## src/rtl/mdu_iterative_if.sv

```systemverilog
// mdu_iterative_if: start/busy/done handshake and HI/LO result bus of the multiply/divide unit
interface mdu_iterative_if #(parameter int DATA_W = 32);
    logic              start;
    logic [1:0]        op;
    logic [DATA_W-1:0] src1;
    logic [DATA_W-1:0] src2;
    logic              busy;
    logic              done;
    logic [DATA_W-1:0] hi;
    logic [DATA_W-1:0] lo;
    logic              div_zero;
    modport master (output start, op, src1, src2, input busy, done, hi, lo, div_zero);
    modport slave (input start, op, src1, src2, output busy, done, hi, lo, div_zero);
endinterface

```

## src/rtl/mdu_iterative.sv

```systemverilog
// mdu_iterative: one-bit-per-cycle MULT/MULTU/DIV/DIVU unit (shift-add multiply, restoring divide)
module mdu_iterative (
    input  logic           clk_i,
    input  logic           rst_i,
    mdu_iterative_if.slave bus
);
    typedef enum logic [1:0] {IDLE, CALC, SIGN, DONE} state_t;
    state_t      state, state_nx;
    logic [4:0]  cnt;
    logic        is_div, neg, rneg, dz, dz_q;
    logic [31:0] opnd, src1, hi_q, lo_q, m1, m2, quo, rem;
    logic [63:0] acc, prod;
    logic [32:0] sum, diff;
    logic        accept, sgn;

    assign accept = bus.start && (state == IDLE || state == DONE);
    assign sgn    = !bus.op[0];
    assign m1     = (sgn && bus.src1[31]) ? -bus.src1 : bus.src1;
    assign m2     = (sgn && bus.src2[31]) ? -bus.src2 : bus.src2;
    // multiply keeps the 33-bit carry of the upper-half add; divide trial-subtracts from the shifted upper 33 bits
    assign sum    = {1'b0, acc[63:32]} + (acc[0] ? {1'b0, opnd} : 33'd0);
    assign diff   = acc[63:31] - {1'b0, opnd};
    assign prod   = neg ? -acc : acc;
    assign quo    = neg ? -acc[31:0] : acc[31:0];
    assign rem    = rneg ? -acc[63:32] : acc[63:32];

    always_ff @(posedge clk_i) begin
        if (rst_i) state <= IDLE;
        else       state <= state_nx;
    end

    always_comb begin
        state_nx = state;
        case (state)
            IDLE:    state_nx = accept ? CALC : IDLE;
            CALC:    state_nx = (cnt == 5'd31) ? SIGN : CALC;
            SIGN:    state_nx = DONE;
            default: state_nx = accept ? CALC : IDLE;
        endcase
    end

    always_ff @(posedge clk_i) begin
        if (rst_i) begin
            cnt    <= '0;
            is_div <= 1'b0;
            neg    <= 1'b0;
            rneg   <= 1'b0;
            dz     <= 1'b0;
            dz_q   <= 1'b0;
            opnd   <= '0;
            src1   <= '0;
            acc    <= '0;
            hi_q   <= '0;
            lo_q   <= '0;
        end else if (accept) begin
            cnt    <= '0;
            is_div <= bus.op[1];
            neg    <= sgn && (bus.src1[31] ^ bus.src2[31]);
            rneg   <= sgn && bus.src1[31];
            dz     <= bus.op[1] && (bus.src2 == 32'd0);
            dz_q   <= 1'b0;
            opnd   <= bus.op[1] ? m2 : m1;
            src1   <= bus.src1;
            acc    <= {32'd0, bus.op[1] ? m1 : m2};
        end else if (state == CALC) begin
            cnt    <= cnt + 5'd1;
            acc    <= !is_div ? {sum, acc[31:1]} :
                      diff[32] ? {acc[62:0], 1'b0} : {diff[31:0], acc[30:0], 1'b1};
        end else if (state == SIGN) begin
            hi_q   <= dz ? src1 : is_div ? rem : prod[63:32];
            lo_q   <= dz ? 32'hFFFF_FFFF : is_div ? quo : prod[31:0];
            dz_q   <= dz;
        end
    end

    assign bus.busy     = (state == CALC) || (state == SIGN);
    assign bus.done     = (state == DONE);
    assign bus.hi       = hi_q;
    assign bus.lo       = lo_q;
    assign bus.div_zero = dz_q;
endmodule

```

## src/flat_wrapper.sv

```systemverilog
// flat-port wrapper written by rule: the top's interface ports become plain ports
module mdu_iterative_flat 
  (clk_i, rst_i, bus_start, bus_op, bus_src1, bus_src2, bus_busy, bus_done, bus_hi, bus_lo, bus_div_zero);
  mdu_iterative_if bus_i ();
  input  logic clk_i;
  input  logic rst_i;
  input wire logic [$bits(bus_i.start)-1:0] bus_start;
  input wire logic [$bits(bus_i.op)-1:0] bus_op;
  input wire logic [$bits(bus_i.src1)-1:0] bus_src1;
  input wire logic [$bits(bus_i.src2)-1:0] bus_src2;
  output wire logic [$bits(bus_i.busy)-1:0] bus_busy;
  output wire logic [$bits(bus_i.done)-1:0] bus_done;
  output wire logic [$bits(bus_i.hi)-1:0] bus_hi;
  output wire logic [$bits(bus_i.lo)-1:0] bus_lo;
  output wire logic [$bits(bus_i.div_zero)-1:0] bus_div_zero;
  assign bus_i.start = bus_start;
  assign bus_i.op = bus_op;
  assign bus_i.src1 = bus_src1;
  assign bus_i.src2 = bus_src2;
  assign bus_busy = bus_i.busy;
  assign bus_done = bus_i.done;
  assign bus_hi = bus_i.hi;
  assign bus_lo = bus_i.lo;
  assign bus_div_zero = bus_i.div_zero;
  mdu_iterative u_core (.clk_i(clk_i), .rst_i(rst_i), .bus(bus_i));
endmodule
```

## config.mk

```make
export PLATFORM = sky130hd
export DESIGN_NAME = mdu_iterative_flat
export DESIGN_NICKNAME = d
export VERILOG_FILES = /design/src/rtl/mdu_iterative_if.sv /design/src/rtl/mdu_iterative.sv /design/src/flat_wrapper.sv
export SDC_FILE = /design/constraint.sdc
export NUM_CORES = 1
export LEC_CHECK = 0
export CAP_MARGIN = 10
export CORE_ASPECT_RATIO = 0.5
export CORE_MARGIN = 4
export CORE_UTILIZATION = 50
export CTS_CLUSTER_SIZE = 40
export DETAILED_ROUTE_END_ITERATION = 10
export PLACE_DENSITY = 0.76
export SKIP_CTS_REPAIR_TIMING = 1
export SYNTH_ARGS = -nofsm -noshare
export SYNTH_HDL_FRONTEND = slang
export SYNTH_SLANG_ARGS = --single-unit
```

## constraint.sdc

```tcl
create_clock -name clk_i -period 5.1 [get_ports clk_i]
set_input_delay 1.53 -clock clk_i [delete_from_list [all_inputs] [get_ports clk_i]]
set_output_delay 1.53 -clock clk_i [all_outputs]
set_load 0.03 [all_outputs]
```

==> metrics.md <==
| Metric | Value |
|---|---|
| Gr usage total | `0.299` |
| PwrDens | `~270 nW/um^2` |
| Final wirelength | `53000 um` |
| Initial antenna violation count | `8` |
| Via/cell ratio | `6.30` |
| Core ar. | `30400 sq um` |
| Peak supply drop | `between 0.1 and 0.15 mV` |
| Post-synth ARST share | `0` |
| Rel. slew slack | `0.353` |
| Mux contribution to synthesized area | `0.0463` |
| Grt total ovfl | `0` |
| Fin. Hold Viols | `0` |
| Post-Route Skew | `between 0.02 and 0.03 ns` |
| Synth Cell Area | `15500 sq um` |
| Residual DRC count | `0` |
| Compound-gate portion of the synthesized area | `0.272` |
| EDFF count, synth | `0` |
| Post-synth top flop | `dfxtp_1` |
| Most frequent cell after synthesis | `nor2_1` |
| Final Cell Area | `around 18000 sq um` |
| CTS Buf Count | `21` |
| Vias in the first global route | `14614` |
| CTS tree | `built` |
| Root Buffer Master | `clkbuf_16` |
| Die X | `257 um` |
| Syn Nets | `2235` |
| Highest clock rate | `243 MHz` |
| Initial Util | `0.510` |
| Worst-path clk slew | `roughly 0.070 ns` |
| Critical Path Start Type | `primary input` |
| Post-synthesis xor/xnor area fraction | `0.100` |
| Clock sink count | `slightly above 200` |
| Die height | `132 um` |
| Largest family of logic cells by synthesized area | `compound AO/OA/AOI/OAI gates` |
| Post-placement cell area | `17000 sq um` |
| Worst EP required | `5.48 ns` |
| Fraction of layout cells with a size suffix above 1 | `0.0490` |
| Leak | `roughly 6.6 nW` |
| I/O pins | `136` |
| Row count | `45` |
| Ys Warns | `0` |
| Most frequent CP cell | `or4_1` |
| Arrival @ worst endpoint | `4.49 ns` |
| DP Wirelength | `38600 um` |
| Clock tree buffer depth | `3` |
| Seq/Total Area, Yosys | `0.264` |
| RSZ-0062 raised after global routing | `no` |
| Largest net degree at the start of global routing | `91` |
| Setup TNS | `0 ns` |
| ANT nets after route | `0` |
| Slowest-stage cell, CP | `or4_1` |
| Placer congestion estimate | `0.952` |
| Cells after synthesis | `2091` |
| Worst Slack Setup Final | `0.987 ns` |
| DR pass1 iterations | `6` |
| Number of distinct library cells after synthesis | `77` |
| Crit. End Element | `flop` |
| CP max stage delay | `roughly 0.59 ns` |
| Layout area overhead | `14.5%` |
| Commonest cells post-synth | `255 x nor2_1, 209 x nand2_1, 208 x a21oi_1` |
| Setup violators final | `0` |
| Setup CP Type | `primary input to flop` |
| Skew-Pair Late Insertion Delay | `0.53 ns` |
| Critical path fanouts, max | `6` |
| Share of the synthesized area in the top cell type | `0.264` |
| Die ar. | `34000 sq um` |
| DRT iter0 DRCs | `1844` |
| Critical Path, Cell by Cell | `clkdlybuf4s50_1 > or4_1 > or4_1 > or2_2 > nor4_1 > buf_4 > a21oi_1 > xnor2_1 > o21ai_0 > o22ai_1` |
| Synth Area in Simple Gates | `0.205` |
| Layout Nets | `2273` |
| Wire length of the first global-routing pass | `roughly 83000 um` |
| Post-Synth Adder-Cell Area | `0.0615` |
| IO buf count | `135` |
| Worst Hold Class | `flop to flop` |
| Dominant cells by area after synthesis | `dfxtp_1 26%, a21oi_1 6.7%, nor2_1 6.2%` |
| Via count | `around 16000` |
| Period utilization | `0.807` |
| Slew Viols, Final | `0` |
| Fin crit period | `4.11 ns` |
| Worst hold slack | `about 0.45 ns` |
| Slew @ Worst Pin | `0.969 ns` |
| H-tree depth | `1` |
| Status | `finished, final reports clean` |
| WL per Instance | `20.8 um` |
| Post-synth top area cell | `dfxtp_1` |
| Max cap viols | `0` |
| Dpl ws | `between 0.5 and 0.6 ns` |
| #FFs+latches synth | `204` |
| Avg Cell Area, Syn | `7.41 sq um` |
layer usage:
layer,global-route usage,up-vias,routed length (um),part of all wire
met3,0.0557,83,5210,0.098
met5,0,-,0,0
li1,-,7613,-,-
met1,0.445,7594,23900,0.45
met2,0.444,764,22700,0.43
met4,0.0796,0,1160,0.022
logic make-up (layout without fill, tap and decap cells):
group,after synthesis,count (layout)
AND/OR/NAND/NOR,693,693
buffers and inverters,210,261
XOR/XNOR,177,177
other,0,8
flip-flops,204,204
adder cells (fa/ha/maj),75,75
multiplexers,71,71
AO/OA/AOI/OAI,661,661
power by group:
group / leakage (nW) / total [W] / internal, W / switching, W
Combinational: 4.60 / 0.00131 / 0.000512 / 0.000800
Sequential: 1.66 / 0.00178 / 0.00167 / 0.000114
Clock: 0.347 / 0.00166 / 0.000953 / 0.000703
Total: 6.61 / 0.00475 / 0.00313 / 0.00162
critical path, delay by kind of cell:
kind,cells,cell delay (ns)
compound gates,3,0.38
simple gates,4,1.69
buf+inv,2,0.72
xor+xnor,1,0.18
path summary, 6_finish.rpt:
| path | start | endpoint | slack, ns | cells past startpoint |
|---|---|---|---|---|
| worst max-delay path | bus_src2[4] | u_core.acc[27] | 0.99 | 10 |
| worst min-delay path | u_core.opnd[11] | u_core.opnd[11] | 0.45 | 2 |
| worst max register to register | u_core.acc[0] | u_core.acc[62] | 1.17 | 14 |
| worst min register to register | u_core.opnd[11] | u_core.opnd[11] | 0.45 | 2 |
cell usage in the layout, fill, tap and decap left out, types with 12 or more instances in the layout:
master / count
nor2b_1: 21
nor3_1: 38
a21oi_1: 208
a21o_1: 30
o211ai_1: 34
clkbuf_16: 21
nand4_1: 15
nand3_1: 28
inv_1: 59
o21ai_0: 109
or3_1: 25
o221ai_1: 12
mux2i_1: 66
o31ai_1: 18
o21a_1: 14
o22ai_1: 23
nor2_1: 255
nor4_1: 17
nand2b_1: 21
a211oi_1: 93
a31oi_1: 36
ha_1: 71
xor2_1: 88
xnor2_1: 88
clkdlybuf4s50_1: 133
dfxtp_1: 202
nand2_1: 208
buf_4: 29
or4_1: 14
metrics by stage:
| stage | power [W] | util | instances |
|---|---|---|---|
| CTS | 0.00471 | 0.583 | 2541 |
| floorplan | 0.00270 | - | 2091 |
| finish | 0.00475 | 0.584 | 2549 |
| global placement | 0.00307 | 0.560 | 2505 |
| detailed placement | 0.00307 | 0.560 | 2505 |
| global route | 0.00495 | 0.584 | 2549 |
cell type report:
type | instances | area [sq um]
fillers | 2851 | 12700
multi-input cells | 1677 | 10600
flip-flops and latches | 204 | 4090
repair buffers | 164 | 1570
clock buffers | 28 | 582
well taps | 399 | 499
inverters | 61 | 229
clock inverters | 8 | 119
diodes | 8 | 20.0
registers in the layout, summed over array words and instances (netlist names):
signal,count
u_core.rneg,1
u_core.cnt,5
u_core.bus.hi,32
u_core.state,2
u_core.acc,64
u_core.dz,1
u_core.opnd,32
u_core.is_div,1
u_core.bus.lo,32
u_core.src1,32
u_core.bus.div_zero,1
u_core.neg,1
Power figures use the tool's default switching activity.
